File: src/rtl/piso_serializer.sv
// Parallel-in serial-out serializer with a valid/ready load handshake.
// Emits WIDTH-bit words one bit per cycle, LSB-first unless MSB_FIRST=1,
// and streams back-to-back words with no idle gap.
// Optional feature: define PISO_PARITY_EN to append an even-parity bit
// after each frame (frame length WIDTH+1).
module piso_serializer #(
    parameter int unsigned WIDTH     = 4,
    parameter int unsigned MSB_FIRST = 0
) (
    input  logic             clk,
    input  logic             rst,
    input  logic [WIDTH-1:0] din,
    input  logic             load_valid,
    output logic             load_ready,
    output logic             so,
    output logic             so_valid,
    output logic             busy,
    output logic             done
);

    localparam int unsigned CNT_W = $clog2(WIDTH + 1);
    localparam logic [CNT_W-1:0] LAST_CNT = CNT_W'(WIDTH - 1);

    localparam logic [1:0] ST_IDLE   = 2'd0;
    localparam logic [1:0] ST_SHIFT  = 2'd1;
`ifdef PISO_PARITY_EN
    localparam logic [1:0] ST_PARITY = 2'd2;
`endif

    logic [1:0]       state_q, state_d;
    logic [WIDTH-1:0] sreg_q, sreg_d;
    logic [CNT_W-1:0] cnt_q, cnt_d;
    logic             so_q, so_d;
    logic             so_valid_q, so_valid_d;
    logic             busy_q, busy_d;
    logic             done_q, done_d;
    logic             start;
    logic             accept;
`ifdef PISO_PARITY_EN
    logic             par_q, par_d;
`endif

    // Bit of a word that goes out first in the configured order.
    function automatic logic first_bit(input logic [WIDTH-1:0] w);
        return (MSB_FIRST != 0) ? w[WIDTH-1] : w[0];
    endfunction

    // Word with its leading bit removed, next bit moved into the leading position.
    function automatic logic [WIDTH-1:0] shift_out(input logic [WIDTH-1:0] w);
        return (MSB_FIRST != 0) ? {w[WIDTH-2:0], 1'b0} : {1'b0, w[WIDTH-1:1]};
    endfunction

    // Ready in IDLE and during the final bit of a frame, enabling gapless streaming.
`ifdef PISO_PARITY_EN
    assign load_ready = (state_q == ST_IDLE) || (state_q == ST_PARITY);
`else
    assign load_ready = (state_q == ST_IDLE) ||
                        ((state_q == ST_SHIFT) && (cnt_q == LAST_CNT));
`endif

    assign accept = load_valid && load_ready;

    // Next-state and next-output logic; sreg holds the bits not yet on so.
    always_comb begin
        state_d    = state_q;
        sreg_d     = sreg_q;
        cnt_d      = cnt_q;
        so_d       = 1'b0;
        so_valid_d = 1'b0;
        start      = 1'b0;
`ifdef PISO_PARITY_EN
        par_d      = par_q;
`endif

        case (state_q)
            ST_IDLE: begin
                if (accept) begin
                    start = 1'b1;
                end
            end
            ST_SHIFT: begin
                if (cnt_q != LAST_CNT) begin
                    cnt_d      = cnt_q + CNT_W'(1);
                    so_d       = first_bit(sreg_q);
                    sreg_d     = shift_out(sreg_q);
                    so_valid_d = 1'b1;
                end else begin
`ifdef PISO_PARITY_EN
                    state_d    = ST_PARITY;
                    so_d       = par_q;
                    so_valid_d = 1'b1;
                    cnt_d      = '0;
                    sreg_d     = '0;
`else
                    if (accept) begin
                        start = 1'b1;
                    end else begin
                        state_d = ST_IDLE;
                        cnt_d   = '0;
                        sreg_d  = '0;
                    end
`endif
                end
            end
`ifdef PISO_PARITY_EN
            ST_PARITY: begin
                if (accept) begin
                    start = 1'b1;
                end else begin
                    state_d = ST_IDLE;
                    cnt_d   = '0;
                    sreg_d  = '0;
                end
            end
`endif
            default: begin
                state_d = ST_IDLE;
                cnt_d   = '0;
                sreg_d  = '0;
            end
        endcase

        // Frame start: first bit goes straight to so, the rest wait in sreg.
        if (start) begin
            state_d    = ST_SHIFT;
            cnt_d      = '0;
            so_d       = first_bit(din);
            sreg_d     = shift_out(din);
            so_valid_d = 1'b1;
`ifdef PISO_PARITY_EN
            par_d      = ^din;
`endif
        end

        busy_d = (state_d != ST_IDLE);
`ifdef PISO_PARITY_EN
        done_d = (state_d == ST_PARITY);
`else
        done_d = (state_d == ST_SHIFT) && (cnt_d == LAST_CNT);
`endif
    end

    // State and output registers; reset aborts any frame in flight.
    always_ff @(posedge clk or negedge rst) begin
        if (!rst) begin
            state_q    <= ST_IDLE;
            sreg_q     <= '0;
            cnt_q      <= '0;
            so_q       <= 1'b0;
            so_valid_q <= 1'b0;
            busy_q     <= 1'b0;
            done_q     <= 1'b0;
`ifdef PISO_PARITY_EN
            par_q      <= 1'b0;
`endif
        end else begin
            state_q    <= state_d;
            sreg_q     <= sreg_d;
            cnt_q      <= cnt_d;
            so_q       <= so_d;
            so_valid_q <= so_valid_d;
            busy_q     <= busy_d;
            done_q     <= done_d;
`ifdef PISO_PARITY_EN
            par_q      <= par_d;
`endif
        end
    end

    assign so       = so_q;
    assign so_valid = so_valid_q;
    assign busy     = busy_q;
    assign done     = done_q;

endmodule
File: config.mk
export PLATFORM = sky130hd
export DESIGN_NAME = piso_serializer
export DESIGN_NICKNAME = d
export VERILOG_FILES = /design/src/rtl/piso_serializer.sv
export SDC_FILE = /design/constraint.sdc
export NUM_CORES = 1
export LEC_CHECK = 0
export CORE_MARGIN = 4
export CORE_UTILIZATION = 40
export CTS_CLUSTER_DIAMETER = 30
export DETAILED_ROUTE_END_ITERATION = 12
export PLACE_DENSITY = 0.71
export SYNTH_ARGS = -nofsm -noshare
export SYNTH_HDL_FRONTEND = slang
export SYNTH_SLANG_ARGS = --single-unit
File: constraint.sdc
create_clock -name clk -period 1.4 [get_ports clk]
set_input_delay 0.42 -clock clk [delete_from_list [all_inputs] [get_ports clk]]
set_output_delay 0.42 -clock clk [all_outputs]
set_load 0.02 [all_outputs]
==> impl_results.md <==
* Status: finished, violations left
* Failing checks: setup timing
* Final Power at 765 µW
* Post-CTS setup buffers at 0
* Final setup violation count at 1
* R2R depth at 5
* CP max FO at 2
* Slowest CP cell: dfrtp_1
* GRT Resource Usage Total at 0.118
* Hold buffer count at CTS at 0
* Top-count cell post-synth: dfrtp_1
* First drt pass iteration count at 2
* Yosys warns at 0
* CTS sink count at 12
* CP max stage delay at 0.36 ns
* Ys flop type: dfrtp_1
* Crit-path cells: ha_2 > nand2b_4 > a21oi_4 > buf_6
* Share of flip-flops with an asynchronous set or reset at 1.00
* Count of different cell masters after synthesis at 23
* Initial core utilization at 0.429
* Row count at 13
* Post-Syn Area per Cell at 10.7 µm²
* 1st-iter DRT viols at 4
* Final RePlAce weighted congestion at 0.717
* Max-Cap Viols at 0
* CTS tree: done
* Clock latency on the worst-skew pair at 0.27 ns
* Final hold vios at 0
* Clk_skew at 0.00431 ns
* Final instance area at 758 µm²
* Port bufs at 11
* First-pass GRT wire length at 1.77 mm
* Number of enable flip-flop cells after synthesis at 0
* Data required time of the critical path at 0.98 ns
* Reg-to-Reg Start: cnt_q[1]
* Drt drc at 0
* Full die area at 2060 µm²
* Num CTS Buffers at 3
* Synth area leader: dfrtp_1
* Register area share after synthesis at 0.538
* I/O Pins at 12
* Chip height at 45.4 µm
* Clock buffer depth at 2
* Vias in the first global route at 416
* Flops & latches, synth at 12
* LEAKAGE at 0.000355 µW
* Peak VDD IR at 0.708 mV
* Grt total ovfl at 0
* Antenna fix cells at 0
* H-tree levels at 1
* Worst Setup Start Kind: register
* Commonest cells in the synthesized netlist: dfrtp_1, a21oi_1, nand2_1
* Routed WL per cell at 13.2 µm
* Post-Route WL at 1.12 mm
* HPWL Detailed at 805 µm
* RSZ-0062 raised after global routing: true
* CTS clk-pin slew, worst paths at 0.08 ns
* DR vias/cell at 5.12
* Syn_nets at 60
* Area grow syn2layout at 35.9%
* Min-Delay Path Class: input pin to async pin
* ANT nets after route at 0
* R2R Setup Slk at 0.12 ns
* Power Density at 1010 nW/µm²
* Initial antenna violation count at 0
* Final-report max-slew violation count at 0
* Synth area leaders: dfrtp_1, a21oi_1, a21o_1, buf_6, nand2_1
* Final #Nets at 79
* Root buf cell: clkbuf_4
* Worst setup EP type: primary output
* Layout cells sized above 1 at 0.257
* Fin crit period at 1.56 ns
* Core Area at 1300 µm²
* Crit Path Category: register to primary output
* Fmax at 642 MHz
* Reg-to-reg endpoint: sreg_q[1]
* Placed cell areas at 716 µm²
* Mapped cell area at 558 µm²
* Worst setup margin at -0.158 ns
* Largest net degree at the start of global routing at 15
* Die width at 45.4 µm
* WP data arrival at 1.14 ns
* Post-synth top area share at 0.538
* Cell count after synthesis at 52
* Period utilization at 1.11
* DR vias at 435
==> layout by cell type, fill, tap and decap left out <==
cell type and instances:
dfrtp_1 12, clkbuf_4 3, nand2b_4 1, nor3_1 1, nor3b_1 1, dlygate4sd2_1 4
nand2_2 1, dlymetal6s2s_1 1, nand3_1 1, a31oi_1 1, nand3b_1 1, nand2_1 6
nor2_1 4, clkdlybuf4s50_1 5, a21oi_4 1, nor2_4 1, a32oi_1 2, conb_1 1
a21oi_1 5, inv_1 1, a21oi_2 1, nor4bb_1 1, a21o_1 4, a211oi_2 1
buf_4 6, and3_1 1, buf_6 1, clkbuf_8 1, ha_2 1
==> stage by stage <==
step	worst slack (ns)	hold slack, ns	cells	setup TNS, ns	util
after floorplan	0.0202	0.124	52	0	-
after global placement	-0.370	0.497	81	-1.75	0.550
after detailed placement	-0.383	0.512	81	-1.99	0.550
after CTS	-0.204	0.446	85	-0.204	0.574
after global routing	-0.213	0.473	85	-0.213	0.583
final	-0.158	0.441	85	-0.158	0.583
==> how the worst max path moves through the flow <==
stage	start	end	slack [ns]	cells after the start
finish	cnt_q[1]	load_ready	-0.16	4
floorplan	cnt_q[0]	load_ready	0.02	4
detailed placement	cnt_q[0]	load_ready	-0.38	4
global route	cnt_q[1]	load_ready	-0.21	4
global placement	cnt_q[0]	load_ready	-0.37	4
CTS	cnt_q[0]	load_ready	-0.20	4
==> metal layers <==
| metal | part of all wire | GRT usage |
|---|---|---|
| met2 | 0.49 | 0.189 |
| met1 | 0.47 | 0.161 |
| met3 | 0.037 | 0.0239 |
| met5 | 0 | 0 |
| met4 | 0 | 0.0351 |
==> critical path, delay by kind of cell (launching register included) <==
family	cells	cell delay, ns
compound gates	1	0.11
simple gates	1	0.07
fa+ha+maj	1	0.21
buf+inv	1	0.12
flops	1	0.36
==> power by group <==
group	switching (µW)	internal [µW]
registers	9.49	364
clock network	114	158
logic	62.9	57.0
total	186	578
==> registers in the layout, summed over array words and instances, names as in the netlist <==
register / cells
so_valid: 1
busy: 1
state_q: 2
cnt_q: 3
so: 1
done: 1
sreg_q: 3
==> timing repair <==
| action | in CTS | in global routing |
|---|---|---|
| pin swaps | 0 | 2 |
| resized for setup | 10 | 3 |
| gates cloned | 0 | 0 |
| setup endpoints to repair | 5 | 4 |
==> cell families after synthesis <==
| logic type | share of synthesized area |
|---|---|
| AO/OA/AOI/OAI | 0.188 |
| adder cells (fa/ha/maj) | 0.0224 |
| buffers and inverters | 0.0560 |
| flip-flops | 0.538 |
| other | 0.00672 |
| AND/OR/NAND/NOR | 0.188 |
==> final cells by class <==
type | count | area (µm²)
Fill cell | 115 | 543
Sequential cell | 12 | 300
Multi-Input combinational cell | 36 | 245
Timing Repair Buffer | 17 | 154
Clock buffer | 4 | 36.3
Tap cell | 15 | 18.8
Inverter | 1 | 3.75
Power figures use the tool's default switching activity.
